$ cat src/rtl/ddr3_resp_pkg.sv
// Shared types for the DDR3 command responder: decoded command and violation codes.
package ddr3_resp_pkg;

    localparam int             TIMER_W   = 5;
    localparam logic [4:0]     TIMER_MAX = 5'd31;
    localparam int             NUM_BANKS = 8;

    typedef enum logic [3:0] {
        DES  = 4'd0,
        NOP  = 4'd1,
        ACT  = 4'd2,
        RD   = 4'd3,
        RDA  = 4'd4,
        WR   = 4'd5,
        WRA  = 4'd6,
        PRE  = 4'd7,
        PREA = 4'd8,
        REF  = 4'd9,
        MRS  = 4'd10,
        ZQC  = 4'd11
    } cmd_e;

    typedef enum logic [2:0] {
        NONE         = 3'd0,
        ERR_ACT_OPEN = 3'd1,
        ERR_RW_IDLE  = 3'd2,
        ERR_TRCD     = 3'd3,
        ERR_TRAS     = 3'd4,
        ERR_TRP      = 3'd5,
        ERR_REF_OPEN = 3'd6
    } err_e;

endpackage

$ cat src/rtl/ddr3_bank_tracker.sv
// One bank's open/closed flag, open row and cycles-since-ACT/PRE timer.
module ddr3_bank_tracker
    import ddr3_resp_pkg::*;
#(
    parameter int ROW_W = 13
) (
    input  logic               clk,
    input  logic               rst,
    input  logic               act,
    input  logic               pre,
    input  logic               rdwr,
    input  logic               auto_pre,
    input  logic [ROW_W-1:0]   row_in,
    output logic               active,
    output logic [TIMER_W-1:0] timer,
    output logic [ROW_W-1:0]   row
);

    logic close_evt;

    // RDA/WRA close the bank exactly like an explicit PRE
    assign close_evt = pre | (rdwr & auto_pre);

    always_ff @(posedge clk or posedge rst) begin
        if (rst) begin
            active <= 1'b0;
            row    <= '0;
            timer  <= TIMER_MAX;
        end else begin
            if (act) begin
                active <= 1'b1;
                row    <= row_in;
            end else if (close_evt) begin
                active <= 1'b0;
            end

            if (act || close_evt)
                timer <= TIMER_W'(1);
            else if (timer != TIMER_MAX)
                timer <= timer + TIMER_W'(1);
        end
    end

endmodule

$ cat src/rtl/ddr3_cmd_responder.sv
// Memory-side DDR3 command decoder with per-bank timing/protocol checking.
module ddr3_cmd_responder
    import ddr3_resp_pkg::*;
#(
    parameter int TRCD  = 5,
    parameter int TRP   = 5,
    parameter int TRAS  = 15,
    parameter int CNT_W = 16
) (
    input  logic             clk_clk,
    input  logic             reset_reset,
    input  logic             mem_cke,
    input  logic             mem_cs_n,
    input  logic             mem_ras_n,
    input  logic             mem_cas_n,
    input  logic             mem_we_n,
    input  logic [2:0]       mem_ba,
    input  logic [12:0]      mem_a,
    output logic             cmd_valid,
    output logic [3:0]       cmd_code,
    output logic [2:0]       cmd_bank,
    output logic [12:0]      cmd_addr,
    output logic             err_valid,
    output logic [2:0]       err_code,
    output logic [CNT_W-1:0] err_count,
    output logic [7:0]       bank_open
);

    localparam logic [TIMER_W-1:0] TRCD_T = TIMER_W'(TRCD);
    localparam logic [TIMER_W-1:0] TRP_T  = TIMER_W'(TRP);
    localparam logic [TIMER_W-1:0] TRAS_T = TIMER_W'(TRAS);

    cmd_e                             cmd;
    err_e                             err;
    logic                             is_rw;
    logic                             auto_pre;
    logic                             tras_viol;
    logic [NUM_BANKS-1:0]             active;
    logic [NUM_BANKS-1:0][TIMER_W-1:0] timer;
    logic [NUM_BANKS-1:0][12:0]       rows;
    logic                             unused_rows;

    // Open rows are kept per bank for debug probing but not exported
    assign unused_rows = ^rows;

    always_comb begin
        cmd = NOP;
        if (mem_cke) begin
            if (mem_cs_n) begin
                cmd = DES;
            end else begin
                case ({mem_ras_n, mem_cas_n, mem_we_n})
                    3'b111:  cmd = NOP;
                    3'b011:  cmd = ACT;
                    3'b101:  cmd = mem_a[10] ? RDA  : RD;
                    3'b100:  cmd = mem_a[10] ? WRA  : WR;
                    3'b010:  cmd = mem_a[10] ? PREA : PRE;
                    3'b001:  cmd = REF;
                    3'b000:  cmd = MRS;
                    default: cmd = ZQC;
                endcase
            end
        end
    end

    assign is_rw    = (cmd == RD) || (cmd == RDA) || (cmd == WR) || (cmd == WRA);
    assign auto_pre = (cmd == RDA) || (cmd == WRA);

    for (genvar i = 0; i < NUM_BANKS; i++) begin : g_bank
        logic hit;
        assign hit = (mem_ba == 3'(i));

        ddr3_bank_tracker #(.ROW_W(13)) u_bank (
            .clk      (clk_clk),
            .rst      (reset_reset),
            .act      ((cmd == ACT) && hit),
            .pre      (((cmd == PRE) && hit) || (cmd == PREA)),
            .rdwr     (is_rw && hit),
            .auto_pre (auto_pre),
            .row_in   (mem_a),
            .active   (active[i]),
            .timer    (timer[i]),
            .row      (rows[i])
        );
    end

    always_comb begin
        tras_viol = 1'b0;
        for (int i = 0; i < NUM_BANKS; i++) begin
            if (((cmd == PREA) || ((cmd == PRE) && (mem_ba == 3'(i)))) &&
                active[i] && (timer[i] < TRAS_T))
                tras_viol = 1'b1;
        end
    end

    // Checks use pre-command bank state; first match wins
    always_comb begin
        err = NONE;
        if ((cmd == ACT) && active[mem_ba])
            err = ERR_ACT_OPEN;
        else if (is_rw && !active[mem_ba])
            err = ERR_RW_IDLE;
        else if (is_rw && (timer[mem_ba] < TRCD_T))
            err = ERR_TRCD;
        else if (tras_viol)
            err = ERR_TRAS;
        else if ((cmd == ACT) && (timer[mem_ba] < TRP_T))
            err = ERR_TRP;
        else if (((cmd == REF) || (cmd == MRS)) && (|active))
            err = ERR_REF_OPEN;
    end

    always_ff @(posedge clk_clk or posedge reset_reset) begin
        if (reset_reset) begin
            cmd_valid <= 1'b0;
            cmd_code  <= '0;
            cmd_bank  <= '0;
            cmd_addr  <= '0;
            err_valid <= 1'b0;
            err_code  <= '0;
            err_count <= '0;
        end else begin
            cmd_valid <= (cmd != NOP) && (cmd != DES);
            cmd_code  <= cmd;
            cmd_bank  <= mem_ba;
            cmd_addr  <= mem_a;
            err_valid <= (err != NONE);
            err_code  <= err;
            if ((err != NONE) && (err_count != {CNT_W{1'b1}}))
                err_count <= err_count + CNT_W'(1);
        end
    end

    assign bank_open = active;

endmodule

$ cat config.mk
export PLATFORM = sky130hd
export DESIGN_NAME = ddr3_cmd_responder
export DESIGN_NICKNAME = d
export VERILOG_FILES = /design/src/rtl/ddr3_resp_pkg.sv /design/src/rtl/ddr3_bank_tracker.sv /design/src/rtl/ddr3_cmd_responder.sv
export SDC_FILE = /design/constraint.sdc
export NUM_CORES = 1
export LEC_CHECK = 0
export BUFFER_PORTS_ARGS = -buffer_cell sky130_fd_sc_hd__buf_2
export CAP_MARGIN = 20
export CORE_ASPECT_RATIO = 2
export CORE_UTILIZATION = 30
export CTS_CLUSTER_SIZE = 20
export DETAILED_ROUTE_END_ITERATION = 10
export PLACE_DENSITY = 0.59
export RECOVER_POWER = 100
export SLEW_MARGIN = 15
export SYNTH_ARGS = -nofsm -noshare
export SYNTH_HDL_FRONTEND = slang
export SYNTH_SLANG_ARGS = --single-unit
$ cat constraint.sdc
create_clock -name clk_clk -period 2.93 [get_ports clk_clk]
set_input_delay 0 -clock clk_clk [delete_from_list [all_inputs] [get_ports clk_clk]]
set_output_delay 0 -clock clk_clk [all_outputs]
set_load 0.02 [all_outputs]
==> After elaboration in Yosys (flattened, before gate mapping) <==
Cells that the tools add are included.
{ "word_totals": {"regBits": 89} }
{ "op_classes": {"n_addsub": 9, "magnitude_cmp": 10, "n_eq_ne": 32, "mux": 56, "bitwise": 16, "n_reduce_logical": 90} }
{ "op_table": {"columns": ["op", "count"], "rows": [
  ["5-bit two-way mux", 17],
  ["1-bit logical AND", 47],
  ["5-bit by 1-bit adder with 5-bit output, second input constant", 8],
  ["5-bit by 4-bit less-than comparator with 1-bit output, second input constant", 8],
  ["5-bit != test, second input constant", 8],
  ["2-bit nonzero test", 16],
  ["4-bit case mux with 7 select lines", 1],
  ["1-bit two-way mux", 25],
  ["3-bit == test, second input constant", 7],
  ["1-bit logical OR", 21],
  ["3-bit two-way mux", 7],
  ["16-bit by 1-bit adder with 16-bit output, second input constant", 1],
  ["4-bit by 3-bit == test with 1-bit output, second input constant", 4],
  ["16-bit != test, second input constant", 1],
  ["5-bit binary-select mux with 3-bit select", 1],
  ["3-bit by 2-bit == test with 1-bit output, second input constant", 4],
  ["4-bit == test, second input constant", 3],
  ["4-bit two-way mux", 3],
  ["1-bit AND", 8],
  ["4-bit by 2-bit == test with 1-bit output, second input constant", 2],
  ["1-bit OR", 8],
  ["8-bit OR reduction", 1],
  ["3-bit by 1-bit == test with 1-bit output, second input constant", 2],
  ["3-bit zero test", 2],
  ["8 further kinds", 8]
]} }

==> Longest topological paths before layout <==
{ "logic_depth": {"depth_word": 23, "ltp_mapped": 11} }

==> Hierarchy <==
A second synthesis with hierarchy kept.
{ "hier_totals": {"cells_unflattened": 686, "area_unflattened_um2": 9108.7} }
{ "modules_own_cells": {"columns": ["module", "instances", "cells_each", "area_each_um2", "seq_area_each_um2"], "rows": [
  ["ddr3_bank_tracker", 8, 53, 834.6, 481.7],
  ["ddr3_cmd_responder", 1, 262, 2432.3, 1026.0]
]} }

==> Worst setup path before layout <==
No wires, ideal clock.
{ "synth_path": {"path_type": "flip-flop to flip-flop", "startpoint": "register g_bank[0].u_bank.timer[2]", "endpoint": "register err_count[12]", "setup_time_ps": 125, "t_arrival_ps": 2087, "required_time_ps": 2805, "path_slack_ps": 718, "path_stages_with_launch": 9, "path_buffers": 0, "cell_sequence": "dfstp_2 inv_1 o311ai_0 a2111oi_2 o211ai_1 nand4_1 or2_1 and4_4 mux2_4"} }
{ "synth_between": {"elab_chain_cells": 16, "word_cells_on_any_way": 22, "cone_classes": "order compare (2); mux (15); reduce/logical (5)"} }
{ "synth_rtl": {"columns": ["element", "line", "rtl"], "rows": [
  ["start, declared", "ddr3_bank_tracker.sv:15", "output logic [TIMER_W-1:0] timer,"],
  ["start signal, assigned", "ddr3_bank_tracker.sv:40", "timer <= timer + TIMER_W'(1);"],
  ["5-bit by 4-bit less-than comparator with 1-bit output", "ddr3_cmd_responder.sv:91", "active[i] && (timer[i] < TRAS_T))"],
  ["1-bit logical AND", "ddr3_cmd_responder.sv:91", null],
  ["1-bit two-way mux (8 in a row)", "ddr3_cmd_responder.sv:90", "if (((cmd == PREA) || ((cmd == PRE) && (mem_ba == 3'(i)))) &&"],
  ["3-bit two-way mux", "ddr3_cmd_responder.sv:105", "else if (tras_viol)"],
  ["3-bit two-way mux *", "ddr3_cmd_responder.sv:103", "else if (is_rw && (timer[mem_ba] < TRCD_T))"],
  ["3-bit two-way mux *", "ddr3_cmd_responder.sv:101", "else if (is_rw && !active[mem_ba])"],
  ["3-bit two-way mux *", "ddr3_cmd_responder.sv:99", "if ((cmd == ACT) && active[mem_ba])"],
  ["net err[2]", "ddr3_cmd_responder.sv:34", "err_e err;"],
  ["3-bit nonzero test *", "ddr3_cmd_responder.sv:129", "if ((err != NONE) && (err_count != {CNT_W{1'b1}}))"],
  ["1-bit logical AND *", "ddr3_cmd_responder.sv:129", null],
  ["end signal, assigned", "ddr3_cmd_responder.sv:130", "err_count <= err_count + CNT_W'(1);"],
  ["end, declared", "ddr3_cmd_responder.sv:25", "output logic [CNT_W-1:0] err_count,"]
]} }
Mark *: on every way through the listed nets, which the timed path passes. The rest lies on a longest branch. The select of a mux whose other input is x is not followed.
A chain may end at the register's enable or synchronous reset.

==> Worst setup path in the final report <==
{ "layout_path": {"startpoint": "register g_bank[4].u_bank.timer[2]", "endpoint": "register err_count[12]"} }
{ "layout_between": {"elab_chain_cells": 12, "word_cells_on_any_way": 18, "cone_classes": "order compare (2); mux (11); reduce/logical (5)"} }
{ "layout_rtl": {"columns": ["element", "line"], "rows": [
  ["start, declared", "ddr3_bank_tracker.sv:15"],
  ["start signal, assigned", "ddr3_bank_tracker.sv:40"],
  ["parallel branches: the longest is 7 deep, another holds 5-bit by 3-bit less-than comparator with 1-bit output", null],
  ["3-bit two-way mux *", "ddr3_cmd_responder.sv:103"],
  ["3-bit two-way mux *", "ddr3_cmd_responder.sv:101"],
  ["3-bit two-way mux *", "ddr3_cmd_responder.sv:99"],
  ["net err[2]", "ddr3_cmd_responder.sv:34"],
  ["3-bit nonzero test *", "ddr3_cmd_responder.sv:129"],
  ["1-bit logical AND *", "ddr3_cmd_responder.sv:129"]
]} }
Mark *: on every way through the listed nets, which the timed path passes. The select of a mux whose other input is x is not followed.

==> impl_metrics.env <==
export IMPL_detail_route_wl_per_cell_um=15.8
export IMPL_finalSetupViolations=0
export IMPL_slew_limit_headroom=-0.325
export IMPL_nets=574
export IMPL_tightestPinTransition_ns=1.99
export IMPL_violations="capacitance limit, slew limit"
export IMPL_ctsHoldBuffers=23
export IMPL_cts_buffers_inserted=9
export IMPL_synth_mux_area_frac=0.0560
export IMPL_dieArea_mm2=0.0161
export IMPL_final_common_cell="nor2_1"
export IMPL_grt_pass1_wl_um=19100
export IMPL_start_util=0.307
export IMPL_cts_max_path_buffers=2
export IMPL_layoutNonFillerInstCount=737
export IMPL_slew_viol_final=52
export IMPL_drcViolationCount=0
export IMPL_fin_ws_ns=0.145
export IMPL_final_cell_mix="nor2_1 (59), clkbuf_1 (52), dfrtp_1 (49)"
export IMPL_async_reset_ff_frac=1.00
export IMPL_cts_max_level=3
export IMPL_drive_gt1_frac=0.167
export IMPL_fin_skew_ns=0.00868
export IMPL_clkTransAtPathRegs_ns=0.07
export IMPL_rsz0062_at_grt="no"
export IMPL_synth_top_family_by_area="simple AND/OR/NAND/NOR gates"
export IMPL_worstPathRequired_ns=3.16
export IMPL_synth_compound_area_share=0.0836
export IMPL_grtUsageTotal=0.152
export IMPL_synth_main_ff_cell="dfrtp_1"
export IMPL_fin_util=0.373
export IMPL_worst_path_max_delay_cell="o311ai_0"
export IMPL_cp_max_fo=5
export IMPL_ys_ff_latch=89
export IMPL_overflow=0
export IMPL_fin_crit_sh=0.950
export IMPL_path_cells="inv_1 > o311ai_0 > a221oi_1 > o211ai_1 > nand4_1 > or2_0 > and4_2 > mux2_4"
export IMPL_grt_max_degree=52
export IMPL_core_area_mm2=0.0152
export IMPL_synth_net_count=483
export IMPL_syn_avg_cell_area_um2=10.5
export IMPL_antenna_found_initial=0
export IMPL_fillCellCount=1537
export IMPL_dp_hpwl_um=8590
export IMPL_worstHoldPathType="input port to flop"
export IMPL_leakagePower_uw=0.00236
export IMPL_netlist_area_mm2=0.00467
export IMPL_vias=3697
export IMPL_routabilityCongestion=0.900
export IMPL_antenna_left=0
export IMPL_yosys_warnings=0
export IMPL_pin_count=72
export IMPL_critical_path_class="flop to flop"
export IMPL_syn_instance_count=443
export IMPL_ir_drop_mv=0.303
export IMPL_cts_tree="built"
export IMPL_yosysSeqAreaShare=0.488
export IMPL_die_height_um=178
export IMPL_synth_adder_area_share=0.0456
export IMPL_die_w_um=90.2
export IMPL_outcome="finished with violations"
export IMPL_synth_cell_types=54
export IMPL_synthXorXnorAreaFrac=0.0713
export IMPL_clock_sinks=89
export IMPL_slowest_delay_ns=0.61
export IMPL_yosys_area_share_simple=0.217
export IMPL_multiInputGateArea_mm2=0.00221
export IMPL_via_per_inst=5.02
export IMPL_seqCellArea_mm2=0.00228
export IMPL_finalHoldViolCount=0
export IMPL_cap_violations=1
export IMPL_dr_pass1_iters=4
export IMPL_drt_iter0_markers=202
export IMPL_post_cts_buffers=0
export IMPL_cts_root_buf="clkbuf_16"
export IMPL_clk_latency_ns=0.35
export IMPL_cp_end_kind="flop"
export IMPL_dp_cells=698
export IMPL_dpl_worst_slack_ns=0.282
export IMPL_cp_arrival_ns=3.01
export IMPL_port_buffers=71
export IMPL_row_count=64
export IMPL_synth_edf_count=0
export IMPL_post_cts_resized=0
export IMPL_routed_wl_um=11600
export IMPL_layout_min_cycle_time_ns=2.78
export IMPL_power_density_mw_per_mm2=889
export IMPL_fmax_mhz=359
export IMPL_first_global_vias=3899
export IMPL_syn_to_final_growth_pct=21.6
export IMPL_setup_tns_ns=0
export IMPL_critPathLaunchType="flop"
export IMPL_n_antenna_cell=0
==> worst max-delay path, delay by kind of cell, from the launching register on <==
family,cells,cell delay (ns)
AOI/OAI and AO/OA,3,1.07
muxes,1,0.29
buffers and inverters,1,0.05
DFF,1,0.60
and+or+nand+nor,3,0.67
==> metrics by stage <==
step                      area (um^2)  power (uW)  hold WS, ns
after floorplan                  4670        3330       0.0314
after global placement           5180        3690        0.107
after detailed placement         5180        3780        0.110
after CTS                        5750        5140        0.140
after global routing             5680        5400        0.171
final                            5680        5050        0.144
==> registers in the layout, indices dropped and copies added (netlist names) <==
signal / cells
g_bank.u_bank.timer: 40
err_count: 16
cmd_addr: 13
g_bank.u_bank.active: 8
cmd_code: 4
cmd_bank: 3
err_code: 3
cmd_valid: 1
err_valid: 1
==> synthesized netlist by cell type (all sizes together), types with 13 or more instances <==
library cell  count  share of area
nor2             60          0.049
dfrtp            49           0.26
dfstp            40           0.23
nand2            32          0.026
xnor2            22          0.041
buf              18          0.029
ha               17          0.046
mux2i            17          0.039
nand4            16          0.021
xor2             16          0.030
nand3            15          0.016
nor2b            14          0.020
and3             13          0.017
==> layer usage <==
| metal | global-route usage | part of all wire |
|---|---|---|
| met5 | 0 | 0 |
| met4 | 0.108 | 0.055 |
| met3 | 0.0243 | 0.028 |
| met2 | 0.292 | 0.56 |
| met1 | 0.145 | 0.36 |
==> area by class of cell <==
cell class,instances,area share
Tap cell,198,0.0436
Timing Repair Buffer,101,0.0996
Multi-Input combinational cell,323,0.389
Inverter,10,0.00661
Sequential cell,89,0.401
Clock inverter,4,0.0130
Clock buffer,12,0.0469
==> where the power goes <==
group	switching (uW)	internal, uW
clock	480	817
combinational	775	675
sequential	475	1820
total	1730	3320
==> logic make-up (layout without fill, tap and decap cells) <==
family	Yosys count	count (layout)
multiplexers	21	21
AND/OR/NAND/NOR	194	194
XOR/XNOR	38	38
adder cells (fa/ha/maj)	17	17
AO/OA/AOI/OAI	53	53
flip-flops	89	89
buffers and inverters	31	127
==> worst paths after layout <==
check	from	to	slack (ns)	cells past startpoint
worst max register to register	g_bank[4].u_bank.timer[2]	err_count[12]	0.15	8
max in group asynchronous	reset_reset	err_count[5]	0.61	4
worst min-delay path	mem_cs_n	err_code[1]	0.14	5
worst min register to register	err_count[9]	err_count[9]	0.49	1
worst max-delay path	g_bank[4].u_bank.timer[2]	err_count[12]	0.15	8
min in group asynchronous	reset_reset	g_bank[2].u_bank.active	0.86	3
No activity file was read; power rests on OpenSTA's default activity.
